**src/rtl/input_state.sv**
```systemverilog
// rtl/input_state.sv - player colour-entry round: compare presses against a latched sequence with an idle timeout
module input_state #(
    parameter logic [15:0] TIMEOUT_CYCLES = 16'd50000
) (
    input  logic        clk,
    input  logic        rst_n_input,
    input  logic        en_input,
    input  logic [31:0] seq_in_input,
    input  logic [3:0]  round_ctr,
    input  logic [1:0]  colour_in,
    input  logic        colour_valid,
    output logic [1:0]  colour_echo,
    output logic        echo_oe,
    output logic        busy_input,
    output logic        complete_input,
    output logic        fail_input,
    output logic        timeout_input
);
    typedef enum logic [1:0] {ST_IDLE, ST_WAIT, ST_PASS, ST_FAIL} state_t;

    state_t      state_q, state_d;
    logic [31:0] seq_q, seq_d;
    logic [3:0]  n_q, n_d;
    logic [3:0]  pos_q, pos_d;
    logic [15:0] timer_q, timer_d;
    logic [1:0]  echo_d;
    logic        echo_oe_d;
    logic        timeout_d;
    logic [1:0]  expected;

    assign expected = seq_q[{pos_q, 1'b0} +: 2];

    always_comb begin
        state_d   = state_q;
        seq_d     = seq_q;
        n_d       = n_q;
        pos_d     = pos_q;
        timer_d   = timer_q;
        echo_d    = colour_echo;
        echo_oe_d = 1'b0;
        timeout_d = timeout_input;
        case (state_q)
            ST_IDLE: begin
                if (en_input) begin
                    seq_d     = seq_in_input;
                    n_d       = round_ctr;
                    pos_d     = 4'd0;
                    timer_d   = 16'd0;
                    timeout_d = 1'b0;
                    state_d   = ST_WAIT;
                end
            end
            ST_WAIT: begin
                // a press always takes priority over an expiring timer
                if (colour_valid) begin
                    echo_d    = colour_in;
                    echo_oe_d = 1'b1;
                    timer_d   = 16'd0;
                    if (colour_in == expected) begin
                        if (pos_q == n_q) begin
                            state_d = ST_PASS;
                        end else begin
                            pos_d = pos_q + 4'd1;
                        end
                    end else begin
                        state_d   = ST_FAIL;
                        timeout_d = 1'b0;
                    end
                end else if (timer_q >= TIMEOUT_CYCLES - 16'd1) begin
                    state_d   = ST_FAIL;
                    timeout_d = 1'b1;
                end else begin
                    timer_d = timer_q + 16'd1;
                end
            end
            ST_PASS: state_d = ST_IDLE;
            ST_FAIL: state_d = ST_IDLE;
            default: state_d = ST_IDLE;
        endcase
    end

    // outputs are registered from the next-state decode so they line up with the state they describe
    always_ff @(posedge clk or negedge rst_n_input) begin
        if (!rst_n_input) begin
            state_q        <= ST_IDLE;
            seq_q          <= 32'd0;
            n_q            <= 4'd0;
            pos_q          <= 4'd0;
            timer_q        <= 16'd0;
            colour_echo    <= 2'b00;
            echo_oe        <= 1'b0;
            busy_input     <= 1'b0;
            complete_input <= 1'b0;
            fail_input     <= 1'b0;
            timeout_input  <= 1'b0;
        end else begin
            state_q        <= state_d;
            seq_q          <= seq_d;
            n_q            <= n_d;
            pos_q          <= pos_d;
            timer_q        <= timer_d;
            colour_echo    <= echo_d;
            echo_oe        <= echo_oe_d;
            busy_input     <= (state_d != ST_IDLE);
            complete_input <= (state_d == ST_PASS);
            fail_input     <= (state_d == ST_FAIL);
            timeout_input  <= timeout_d;
        end
    end
endmodule

```
**config.mk**
```make
export PLATFORM = sky130hd
export DESIGN_NAME = input_state
export DESIGN_NICKNAME = d
export VERILOG_FILES = /design/src/rtl/input_state.sv
export SDC_FILE = /design/constraint.sdc
export NUM_CORES = 1
export LEC_CHECK = 0
export ABC_CLOCK_PERIOD_IN_PS = 3300
export CORE_MARGIN = 3
export CORE_UTILIZATION = 56
export CTS_BUF_LIST = sky130_fd_sc_hd__clkbuf_4
export CTS_CLUSTER_SIZE = 30
export DETAILED_ROUTE_END_ITERATION = 8
export PLACE_DENSITY = 0.8
export RECOVER_POWER = 100
export SYNTH_ARGS = -nofsm -noshare
export SYNTH_HDL_FRONTEND = slang
export SYNTH_SLANG_ARGS = --single-unit
```
**constraint.sdc**
```tcl
create_clock -name clk -period 3.3 [get_ports clk]
set_clock_uncertainty 0.1 [all_clocks]
set_input_delay 0.66 -clock clk [delete_from_list [all_inputs] [get_ports clk]]
set_output_delay 0.66 -clock clk [all_outputs]
set_load 0.02 [all_outputs]
```
---- Yosys cells after proc, flatten, opt, wreduce, memory -nomap -nowiden ----
Cells that the tools add are included.
storage, ports and cells
  output and inout port bits .............. 7
  bits of input ports ..................... 42
  register bits after elaboration ......... 65
  word-level logic and storage cells ...... 60
cells by class
  add/subtract/negate cells ............... 2
  magnitude comparators ................... 1
  shift operators ......................... 1
  multiplexer cells ....................... 22
  equal/unequal tests ..................... 14
  reduce and logical (&&, ||, !) cells .... 9
operator list
  operator                                                          number
  16-bit two-way mux                                                3
  16-bit case mux with 2 select lines                               1
  32-bit by 6-bit indexed part select with 2-bit output             1
  16-bit by 1-bit adder with 16-bit output (second input constant)  1
  16-bit greater-or-equal comparator (second input constant)        1
  4-bit two-way mux                                                 4
  2-bit two-way mux                                                 5
  3-bit inequality test (second input constant)                     3
  2-bit == test (second input constant)                             4
  2-bit inequality test (second input constant)                     4
  4-bit case mux with 2 select lines                                1
  1-bit two-way mux                                                 6
  2-bit case mux with 3 select lines                                1
  5-bit AND reduction                                               1
  4-bit by 1-bit adder with 4-bit output (second input constant)    1
  4-bit == test                                                     1
  2-bit AND reduction                                               2
  4-bit AND reduction                                               1
  2-bit nonzero test                                                2
  3-bit AND reduction                                               1
  2-bit by 1-bit == test with 1-bit output (second input constant)  1
  2-bit == test                                                     1
  2-bit logical NOT                                                 1
  1-bit case mux with 2 select lines                                1
  2-bit OR reduction                                                1

---- Longest topological paths before layout ----
Gate-level depths: netlist (run 1).
  depth in word-level cells ............... 6
  gate-level depth with buffers ........... 9
  gate-level depth less buffers ........... 8

---- Worst setup path before layout (run 1) ----
Ideal clock, no wire load.
  path kind ............................... flip-flop to flip-flop
  from .................................... register pos_q[0]
  to ...................................... register state_q[0]
  path slack .............................. 947 ps
  cell stages (with the launch flop) ...... 8
  required time ........................... 3051 ps
  library setup time ...................... 149 ps
  buffers on the path ..................... 2
  arrival time ............................ 2104 ps
  period minus slack after synthesis ...... 2353 ps
  path through ............................ dfrtp_1 > buf_6 > buf_8 > mux4_2 > mux4_2 > xnor2_4 > and2_4 > a41oi_1
on the way
  longest elaborated chain between the ends .. 5
  elaborated cells on any way between the ends .. 7
  classes of those cells .................. eq/ne (2); shift (1); mux (4)
RTL lines
  element                                                                                 RTL line  text
  start: declaration                                                                      24        logic [3:0] pos_q, pos_d;
  start signal: assignment                                                                100       pos_q <= pos_d;
  32-bit by 6-bit indexed part select with 2-bit output or 4-bit == test (tied branches)  31, 60
  2-bit == test or 2-bit two-way mux (tied branches)                                      59, 60
  2-bit two-way mux (*)                                                                   59        if (colour_in == expected) begin
  2-bit two-way mux (*)                                                                   55        if (colour_valid) begin
  2-bit case mux with 3 select lines (*)                                                  42        case (state_q)
  named net state_d[0]                                                                    21        state_t state_q, state_d;
  end signal: assignment                                                                  97        state_q <= state_d;
  end: declaration                                                                        21
The timed path passes the listed nets; every way through them passes the cells marked *.
A chain may end at the register's enable or synchronous reset.

---- Worst setup path in the final report (run 1) ----
Same ends and word-level chain as after synthesis.

==> results of run 1 <==
[sequential cells by signal, indices dropped and copies added (netlist names)]
register / flops
fail_input: 1
complete_input: 1
timer_q: 16
colour_echo: 2
seq_q: 32
busy_input: 1
n_q: 4
pos_q: 4
timeout_input: 1
echo_oe: 1
state_q: 2
[metrics by stage]
stage          hold slack, ps  power (mW)  worst slack, ps  utilization, %
3_5_place_dp              358        2.49              496            68.5
3_3_place_gp              351        2.43              577            68.5
6_report                  323        3.20              360            71.7
2_1_floorplan             264        2.11              947               -
5_1_grt                   406        3.41              221            71.7
4_1_cts                   369        3.25              495            72.2
[layer usage]
| layer | track usage (%) | share of wire [%] |
|---|---|---|
| met2 | 37.0 | 47 |
| met3 | 3.97 | 6.0 |
| met4 | 10.1 | 2.4 |
| met1 | 30.9 | 45 |
| met5 | 0 | 0 |
[synth_stat cells (2+ instances only)]
| cell | instances |
|---|---|
| nor2b_1 | 2 |
| ha_1 | 2 |
| or3_1 | 2 |
| mux4_1 | 4 |
| nand3_1 | 11 |
| inv_1 | 8 |
| a22oi_1 | 2 |
| xnor2_1 | 3 |
| a21oi_1 | 12 |
| and4_1 | 2 |
| o21a_1 | 2 |
| a31o_2 | 2 |
| nand2_1 | 132 |
| mux2i_1 | 7 |
| o21ai_0 | 7 |
| o31ai_1 | 8 |
| a311oi_1 | 2 |
| nand4b_1 | 2 |
| nand4_1 | 6 |
| or4_1 | 7 |
| o22ai_1 | 2 |
| nor4_1 | 2 |
| nor2_1 | 12 |
| dfrtp_1 | 65 |
| buf_1 | 3 |
| clkbuf_1 | 12 |
| xor2_1 | 4 |
| and2_1 | 2 |
| and3_1 | 8 |
| mux4_2 | 3 |
[power breakdown]
part           total, mW  switching [mW]  internal (mW)
registers           1.27           0.199           1.07
clock network      0.766           0.307          0.459
logic               1.16           0.673          0.490
total               3.20            1.18           2.02
[cell families (layout without fill, tap and decap cells)]
family,Yosys count,after routing
fa+ha+maj,2,2
buf+inv,26,79
xor+xnor,8,8
simple gates,197,197
flops,65,65
mux,15,15
compound gates,44,44
[layout make-up]
cell class | count | share of cell area [%]
clock inverter | 7 | 3.55
tap | 72 | 2.24
clock buffer | 9 | 1.68
sequential | 65 | 40.4
multi-input combinational | 266 | 38.7
timing repair buffer | 55 | 12.7
inverter | 8 | 0.747
[worst paths after layout]
check | start | end | slack (ps) | depth (start not counted)
max | pos_q[0] | state_q[0] | 360 | 6
min | rst_n_input | seq_q[30] | 320 | 1
max reg2reg | pos_q[0] | state_q[0] | 360 | 6
min reg2reg | seq_q[5] | seq_q[5] | 380 | 2
max in group asynchronous | rst_n_input | seq_q[12] | 1790 | 2
min in group clk | seq_q[5] | seq_q[5] | 380 | 2
==> key figures, run 1 <==
Place
  • Placed cell area: 3840 um2
  • IO Port Bufs: 48
  • Placed Cells: 466
  • Half-perimeter wire length after detailed placement: 5.25 mm
  • Gp weighted congestion: 0.859

Floorplanning
  • Core Region: 5610 um2
  • I/O pin cnt: 49
  • Die height: 82.8 um
  • Die ar.: 6860 um2
  • Initial core utilization: 58.9%
  • Rows: 27
  • Die W: 82.8 um

Routing
  • Via/cell ratio: 5.72
  • Via count: 2759
  • WL/cell: 15.5 um
  • Routed wire length: 7.47 mm
  • DR iter-0 viols: 254
  • DRT Pass-1 Iters: 4
  • Routed Antenna Nets: 0
  • DRC: 0

Synthesis
  • Mux cell area share after synthesis: 7.69%
  • Synth Area in XOR/XNOR: 2.69%
  • Syn nets: 401
  • Cell taking the most area after synthesis: dfrtp_1
  • Avg Inst Size Synth: 9.26 um2
  • Share of flip-flops with an asynchronous set or reset after synthesis: 100%
  • Largest family of logic cells by synthesized area: simple AND/OR/NAND/NOR gates
  • Synth top area share: 49.2%
  • Post-synth EDFFs: 0
  • Simple-gate share of the synthesized area: 27.3%
  • Post-synth cell types: 51
  • Ys flop type: dfrtp_1
  • Post-Synth Adder-Cell Area: 0.757%
  • Syn Inst Count: 357
  • Synthesis Warnings: 0
  • #FFs+latches synth: 65
  • Sequential element share of the synthesized area: 49.2%
  • Post-synthesis compound-gate area fraction: 8.78%
  • Synth top area cells: dfrtp_1 49%, nand2_1 15%, mux4_1 3.2%
  • Mapped Area: 3300 um2

Finish
  • Fin nets: 449
  • Share of cells above drive strength 1: 7.32%
  • Most common cell after layout, fill and taps aside: nand2_1
  • Fill count: 450
  • Multi-input gate area: 1560 um2
  • Commonest non-fill, non-tap cells in the layout: 132 x nand2_1, 65 x dfrtp_1, 38 x clkdlybuf4s50_1
  • Ant diodes: 0
  • Reg area: 1630 um2
  • Design area: 4020 um2
  • Non-Filler Instances: 482
  • Area Growth Syn to Fin: 21.7%

Pwr
  • Leakage power: 1.88 nW
  • Max VDD drop: 460 uV
  • PD cells: 796 nW/um2

STA
  • Worst Max-Slew Pin Slew: 1700 ps
  • Fin. Hold Viols: 0
  • Fin crit share: 89.1%
  • Setup TNS Final: 0 ps
  • Final number of setup-violating endpoints: 0
  • Relative slew slack: -13.4%
  • Period minus WS final: 2940 ps
  • RSZ-0062 raised after global routing: no
  • Fin. max-slew vios: 40
  • Fmax: 340 MHz

Clock network
  • CTS Hold Buffers Added: 0
  • Number of post-CTS setup repair buffers: 0
  • Root Driver: clkbuf_4
  • Clock Sinks: 65
  • CTS tree: yes
  • Clock Latency Late Sink: 430 ps
  • CTS H-Tree Depth: 3
  • Post-CTS Resized: 0
  • Clock slew at reported path FFs: 110 ps
  • Total clock buffers created by CTS: 9
  • CTS Buffer Depth: 2

Critical path
  • Max incr delay on CP: 760 ps
  • Crit start category: register
  • CP Max Fanout: 15
  • Worst Path Required: 3410 ps
  • Arrival time of the worst setup path: 3050 ps
  • Setup Crit Path Kind: register to register
  • Cell family with most CP delay: simple AND/OR/NAND/NOR gates
  • Cell Chain, Critical Path: mux4_2 -> or4b_2 -> and4_1 -> nand3_4 -> and2_0 -> a41oi_1
  • Critical path capture point type: register
  • Crit path buffers/inverters: 0
  • Slowest-stage cell, CP: dfrtp_1

Outcome
  • Failing checks: capacitance limit, slew limit
  • Status: finished, violations left

Global route
  • Largest net degree at the start of global routing: 51
  • Initial antenna violation count: 0
  • Remaining global-route overflow: 0
  • Vias in the first global route: 2661
  • Tot GR Track Use: 23.1%
  • First-pass GRT wire length: 12.8 mm

Worst hold path
  • Hold crit path type: input pin to asynchronous set/reset pin

Flow run
  • Max_cap viols: 1
Power figures use the tool's default switching activity.
==> inputs of run 2 (changes only) <==
CORE_MARGIN = not set   (was 3)
CORE_UTILIZATION = 54   (was 56)
CTS_BUF_LIST = not set   (was sky130_fd_sc_hd__clkbuf_4)
HOLD_SLACK_MARGIN = 0.05   (was not set)
PLACE_DENSITY = 0.78   (was 0.8)
==> run 2 against run 1 <==
Compared with the run above:
- the run still ends with capacitance limit, slew limit left
- critical path type unchanged
- clock-buffer cell count grew 3
- largest power group unchanged
- register-to-register slack lost 30 ps
- flip-flop and latch count stayed put
==> key figures, run 2 (synthesis gave the netlist of run 1 again) <==
Outcome
  • Failing checks: capacitance limit, slew limit
  • Status: finished, violations left

Clock network
  • CTS Buffer Depth: 2 (unchanged)
  • Total clock buffers created by CTS: 9 (unchanged)
  • CTS Hold Buffers Added: 0 (unchanged)
  • Number of post-CTS setup repair buffers: 0 (unchanged)
  • Post-CTS Resized: 0 (unchanged)
  • Root Driver: clkbuf_8
  • CTS H-Tree Depth: 3 (unchanged)
  • Clock Sinks: 65 (unchanged)
  • Clock Latency Late Sink: 340 ps (-90 ps)
  • CTS tree: yes
  • Clock slew at reported path FFs: 70 ps (-40 ps)

Critical path
  • Reg2Reg Setup Slack: 330 ps (-30 ps)
  • Worst r2r src: pos_q[0]
  • CP Max Fanout: 15 (unchanged)
  • Critical path endpoint: state_q[0]
  • Critical path capture point type: register
  • Crit start category: register
  • Setup Crit Path Kind: register to register
  • Arrival time of the worst setup path: 3050 ps (about the same)
  • Crit path launch: pos_q[0]
  • Worst Reg2Reg Path Length in Cells: 6 (unchanged)
  • RR Endpoint: state_q[0]
  • Worst Path Required: 3380 ps (-30 ps)

Global route
  • Remaining global-route overflow: 0 (unchanged)
  • First-pass GRT wire length: 12.5 mm (-2.6%)
  • Vias in the first global route: 2732 (+2.7%)
  • Tot GR Track Use: 25.4% (+2.4 points)
  • Largest net degree at the start of global routing: 66 (+29%)
  • Initial antenna violation count: 0 (unchanged)

Routing
  • DRT Pass-1 Iters: 4 (unchanged)
  • DRC: 0 (unchanged)
  • DR iter-0 viols: 134 (-47%)
  • Routed wire length: 7.23 mm (-3.2%)
  • WL/cell: 15.0 um (-3.2%)
  • Via/cell ratio: 5.67 (-1.0%)
  • Via count: 2731 (-1.0%)
  • Routed Antenna Nets: 0 (unchanged)

Pwr
  • Combinational power share: 36.5% (+0.2 points)
  • Net Sw Frac: 36.8% (about the same)
  • Internal: 1.95 mW (-3.7%)
  • PD cells: 771 nW/um2 (-3.1%)
  • Total Power: 3.08 mW (-3.7%)
  • Sequential share of power: 41.4% (+1.7 points)
  • Leakage power: 1.89 nW (+0.46%)
  • Max VDD drop: 376 uV (-18%)
  • Clock network power share: 22.1% (-1.8 points)
  • Sw power: 1.14 mW (-3.6%)

STA
  • Worst Max-Slew Pin Slew: 1570 ps (-136 ps)
  • Fin. max-slew vios: 66 (+65%)
  • Hold slack: 371 ps (+47.6 ps)
  • PnR worst setup slack: 330 ps (-29.6 ps)
  • Fin. Hold Viols: 0 (unchanged)
  • Final number of setup-violating endpoints: 0 (unchanged)
  • RSZ-0062 raised after global routing: no
  • Period minus WS final: 2970 ps (+29.6 ps)
  • Relative slew slack: -4.41% (+9.0 points)
  • Fmax: 337 MHz (-1.0%)
  • Setup TNS Final: 0 ps (unchanged)
  • Fin crit share: 90.0% (+0.90 points)

Finish
  • Fin nets: 447 (-0.45%)
  • Ant diodes: 0 (unchanged)
  • Largest Register: seq_q
  • Share of cells above drive strength 1: 7.62% (+0.30 points)
  • Area Growth Syn to Fin: 21.0%
  • Number of flip-flops under the largest register name: 32 (unchanged)
  • Biggest registers after layout: seq_q: 32 flops, timer_q: 16 flops
  • Commonest non-fill, non-tap cells in the layout: 132 x nand2_1, 65 x dfrtp_1, 38 x clkdlybuf4s50_1
  • Most common cell after layout, fill and taps aside: nand2_1

Floorplanning
  • Die W: 80.2 um (-3.1%)
  • I/O pin cnt: 49 (unchanged)
  • Initial core utilization: 55.8% (-3.1 points)
  • Rows: 28 (+3.7%)
  • Core Region: 5920 um2 (+5.6%)
  • Die height: 80.2 um (-3.1%)
  • Die ar.: 6440 um2 (-6.2%)

Flow run
  • Max_cap viols: 1 (unchanged)

Place
  • IO Port Bufs: 48 (unchanged)
  • Gp weighted congestion: 0.827 (-3.7%)
  • Half-perimeter wire length after detailed placement: 4.98 mm (-5.0%)
  • Pre-CTS WS: 387 ps (-109 ps)

Worst hold path
  • Hold crit path type: register to register
  • WHS Path Cells: 2
==> run 2: cell type report <==
class                           count  area (um2)
Inverter                            8        30.0
Timing Repair Buffer               53         504
Sequential cell                    65        1630
Tap cell                           75        93.8
Multi-Input combinational cell    266        1550
Clock inverter                      3        40.0
Fill cell                         514        1920
Clock buffer                       12         155
==> run 2: routing by layer <==
| metal | GRT usage [%] | vias to the layer above | routed length [um] |
|---|---|---|---|
| met4 | 9.82 | 0 | 134 |
| met2 | 43.8 | 72 | 3730 |
| li1 | - | 1328 | - |
| met1 | 31.4 | 1316 | 3110 |
| met5 | 0 | - | 0 |
| met3 | 4.89 | 15 | 251 |
==> run 2: worst max-delay path: stages, from the launching register on <==
cell and delay [ps]:
dfrtp_1 740, mux4_2 600, or4b_2 620, and4_4 170
nand3_1 240, and2_4 210, a41oi_1 110
==> run 2: metrics by stage <==
| stage | util (%) | cells | cell area [um2] |
|---|---|---|---|
| finish | 67.5 | 482 | 4000 |
| CTS | 68.0 | 482 | 4020 |
| global route | 67.5 | 482 | 4000 |
| global placement | 64.7 | 467 | 3830 |
| detailed placement | 64.7 | 467 | 3830 |
| floorplan | - | 357 | 3300 |
==> run 2: power by group through the flow <==
stage	Clock, mW	Combinational [mW]	Sequential, mW
after global routing	0.730	1.27	1.31
after detailed placement	0	1.16	1.29
after floorplan	0	0.866	1.25
after CTS	0.690	1.17	1.28
final	0.681	1.12	1.28
after global placement	0	1.12	1.28
==> run 2: worst min-delay path by stage <==
stage                           start         end  slack [ps]
final                        seq_q[1]    seq_q[1]         370
after global routing        seq_q[18]   seq_q[18]         400
after CTS                   seq_q[11]   seq_q[11]         370
after detailed placement    seq_q[11]   seq_q[11]         360
after global placement      seq_q[13]   seq_q[13]         350
after floorplan           rst_n_input  busy_input         260
==> inputs of run 3 (changes only) <==
CAP_MARGIN = 5   (was not set)
==> results of run 3 <==
The final DEF is identical to that of run 2; final timing and power are the same.
==> RTL edit (flow settings as in run 3) <==
Encoding of `state_t`: now Gray code (2 bits for 4 states).
--- a/src/rtl/input_state.sv
+++ b/src/rtl/input_state.sv
@@ -16,7 +16,7 @@
     output logic        fail_input,
     output logic        timeout_input
 );
-    typedef enum logic [1:0] {ST_IDLE, ST_WAIT, ST_PASS, ST_FAIL} state_t;
+    typedef enum logic [1:0] {ST_IDLE = 2'b00, ST_WAIT = 2'b01, ST_PASS = 2'b11, ST_FAIL = 2'b10} state_t;
 
     state_t      state_q, state_d;
     logic [31:0] seq_q, seq_d;
Formal check against the unedited RTL: same outputs for any inputs over 10 cycles, from zero or initial values and one cycle with rst_n_input low; not proved beyond that.
==> RTL edit against run 3 <==
Non-clock buffer count grew 1. Routed wire length fell by 9.9%. Setup slack better by 0.25 ns. Utilization grew 2.2 points. Global-route usage shrank 1.5 points. Largest power group unchanged. Sequential cell count stayed put. Synthesized area is 3.1% lower. Total power decreased by 2.7%. The flow still finishes with violations (max-capacitance violations, max-slew violations). Design area down 2.3%. First-iteration DRC count up 8.2%.
==> RTL edit: results (changes against run 3) <==
Critical path
  • Delay-heaviest family, CP: compound AO/OA/AOI/OAI gates (was simple AND/OR/NAND/NOR gates)
  • Slowest stage delay, CP: 0.69 ns (was 0.74 ns)
  • Crit Path Max Fanout: 10 (was 15)
  • Crit path DAT: 2.86 ns (was 3.05 ns)
  • CP max stage cell: a211oi_2 (was dfrtp_1)

Synth
  • Synthesized Nets: 382 (was 401)
  • Most frequent cells after synthesis: nand2_1, dfrtp_1, mux2i_1 (was nand2_1, dfrtp_1, a21oi_1, clkbuf_1, nor2_1)
  • Synth unique cells: 50 (was 51)
  • Post-synth top flop: dfrtp_1 (unchanged)
  • Top cells by area, synth: dfrtp_1, nand2_1, mux2i_1 (was dfrtp_1, nand2_1, mux4_1)
  • Register area share after synthesis: 50.8% (was 49.2%)
  • Yosys Warn Count: 0 (unchanged)

Routing
  • 1st-pass router iterations: 4 (unchanged)
  • Detail-routed via count per cell: 5.33 (was 5.67)
  • Total wire length: 6.51 mm (was 7.23 mm)
  • Initial DRC count: 145 (was 134)
  • Final ANT Viol Nets: 0 (unchanged)

Clock network
  • H-tree level count: 3 (unchanged)
  • Root buf cell: clkbuf_8 (unchanged)
  • Total CTS buffers: 9 (unchanged)
  • Bufs on Longest Clock Path: 2 (unchanged)
  • CTS resizes: 0 (unchanged)
  • Worst skew pair latency: 0.34 ns (about the same)
  • Worst-path clk slew: 0.07 ns (about the same)

Global route
  • First-pass GRT wire length: 11.2 mm (was 12.5 mm)
  • Largest net degree at the start of global routing: 48 (was 66)
  • Tot GR Track Use: 23.9% (was 25.4%)
  • Vias in the first global route: 2467 (was 2732)

Cells and area
  • Layout cells sized above 1: 7.85% (was 7.62%)
  • Fin nets: 434 (was 447)
  • N_diodes: 0 (unchanged)

Outcome
  • Status: complete, but fails checks (unchanged)
  • Failing checks: max-capacitance violations, max-slew violations (unchanged)

Job
  • Max-Cap Viols: 1 (unchanged)

STA
  • Final Slew Violations: 40 (was 66)
  • Setup TNS: 0 ns (unchanged)
  • Slew @ Worst Pin: 1.65 ns (was 1.57 ns)

Place
  • Dpl hpwl: 4.43 mm (was 4.98 mm)
  • Routability cong.: 0.801 (was 0.827)

Pwr
  • Leak: 1.85 nW (was 1.89 nW)
  • VDD IR max: 407 uV (was 376 uV)

Hold path
  • Type of the most critical hold path: register to register (unchanged)
-- RTL edit: logic make-up after synthesis --
group                    after synthesis  synth area share [%]
XOR/XNOR                              11                  3.24
flip-flops                            65                  50.8
buffers and inverters                 20                  3.24
multiplexers                          28                  10.4
AO/OA/AOI/OAI                         33                  8.01
AND/OR/NAND/NOR                      179                  23.6
adder cells (fa/ha/maj)                2                 0.781
-- RTL edit: through the flow --
stage	cell area (sq um)	setup slack, ns	hold slack [ns]	instances	power (mW)
global route	3910	0.381	0.404	467	3.22
finish	3910	0.580	0.377	467	3.00
detailed placement	3740	0.779	0.363	451	2.32
floorplan	3200	1.06	0.264	338	2.01
global placement	3740	0.824	0.358	451	2.28
CTS	3950	0.745	0.379	467	3.06
-- RTL edit: layout make-up --
class | instances | area [sq um]
Inverter | 7 | 26.3
Multi-Input combinational cell | 253 | 1440
Clock inverter | 4 | 50.0
Fill cell | 475 | 1700
Timing Repair Buffer | 54 | 505
Tap cell | 72 | 90.1
Sequential cell | 65 | 1630
Clock buffer | 12 | 165
-- RTL edit: final timing paths --
check | startpoint | endpoint | slack, ns | depth (start not counted)
worst min register to register | seq_q[3]$_DFFE_PN0P_ | seq_q[3]$_DFFE_PN0P_ | 0.38 | 2
worst min-delay path | seq_q[3]$_DFFE_PN0P_ | seq_q[3]$_DFFE_PN0P_ | 0.38 | 2
worst max register to register | timer_q[0]$_DFFE_PN0P_ | timer_q[8]$_DFFE_PN0P_ | 0.58 | 7
min in group asynchronous | rst_n_input | timer_q[10]$_DFFE_PN0P_ | 0.39 | 1
worst max-delay path | timer_q[0]$_DFFE_PN0P_ | timer_q[8]$_DFFE_PN0P_ | 0.58 | 7
max in group asynchronous | rst_n_input | fail_input$_DFF_PN0_ | 1.66 | 2
-- RTL edit: layer usage --
metal | vias to the layer above | routed length (um) | global-route usage, % | part of all wire, %
met4 | 0 | 153 | 12.5 | 2.3
met5 | - | 0 | 0 | 0
met2 | 62 | 3060 | 38.1 | 47
li1 | 1232 | - | - | -
met3 | 13 | 231 | 4.60 | 3.5
met1 | 1184 | 3070 | 31.1 | 47
-- RTL edit: report_power, final --
group	leakage (nW)	internal (mW)	switching [mW]
clock network	0.105	0.409	0.310
logic	0.910	0.436	0.605
registers	0.838	1.07	0.171
-- RTL edit: worst reg2reg max path: cells and delay by family (launching register included) --
kind | cells | cell delay, ns
AO/OA/AOI/OAI | 6 | 1.86
flip-flops | 1 | 0.42
adder cells (fa/ha/maj) | 1 | 0.23
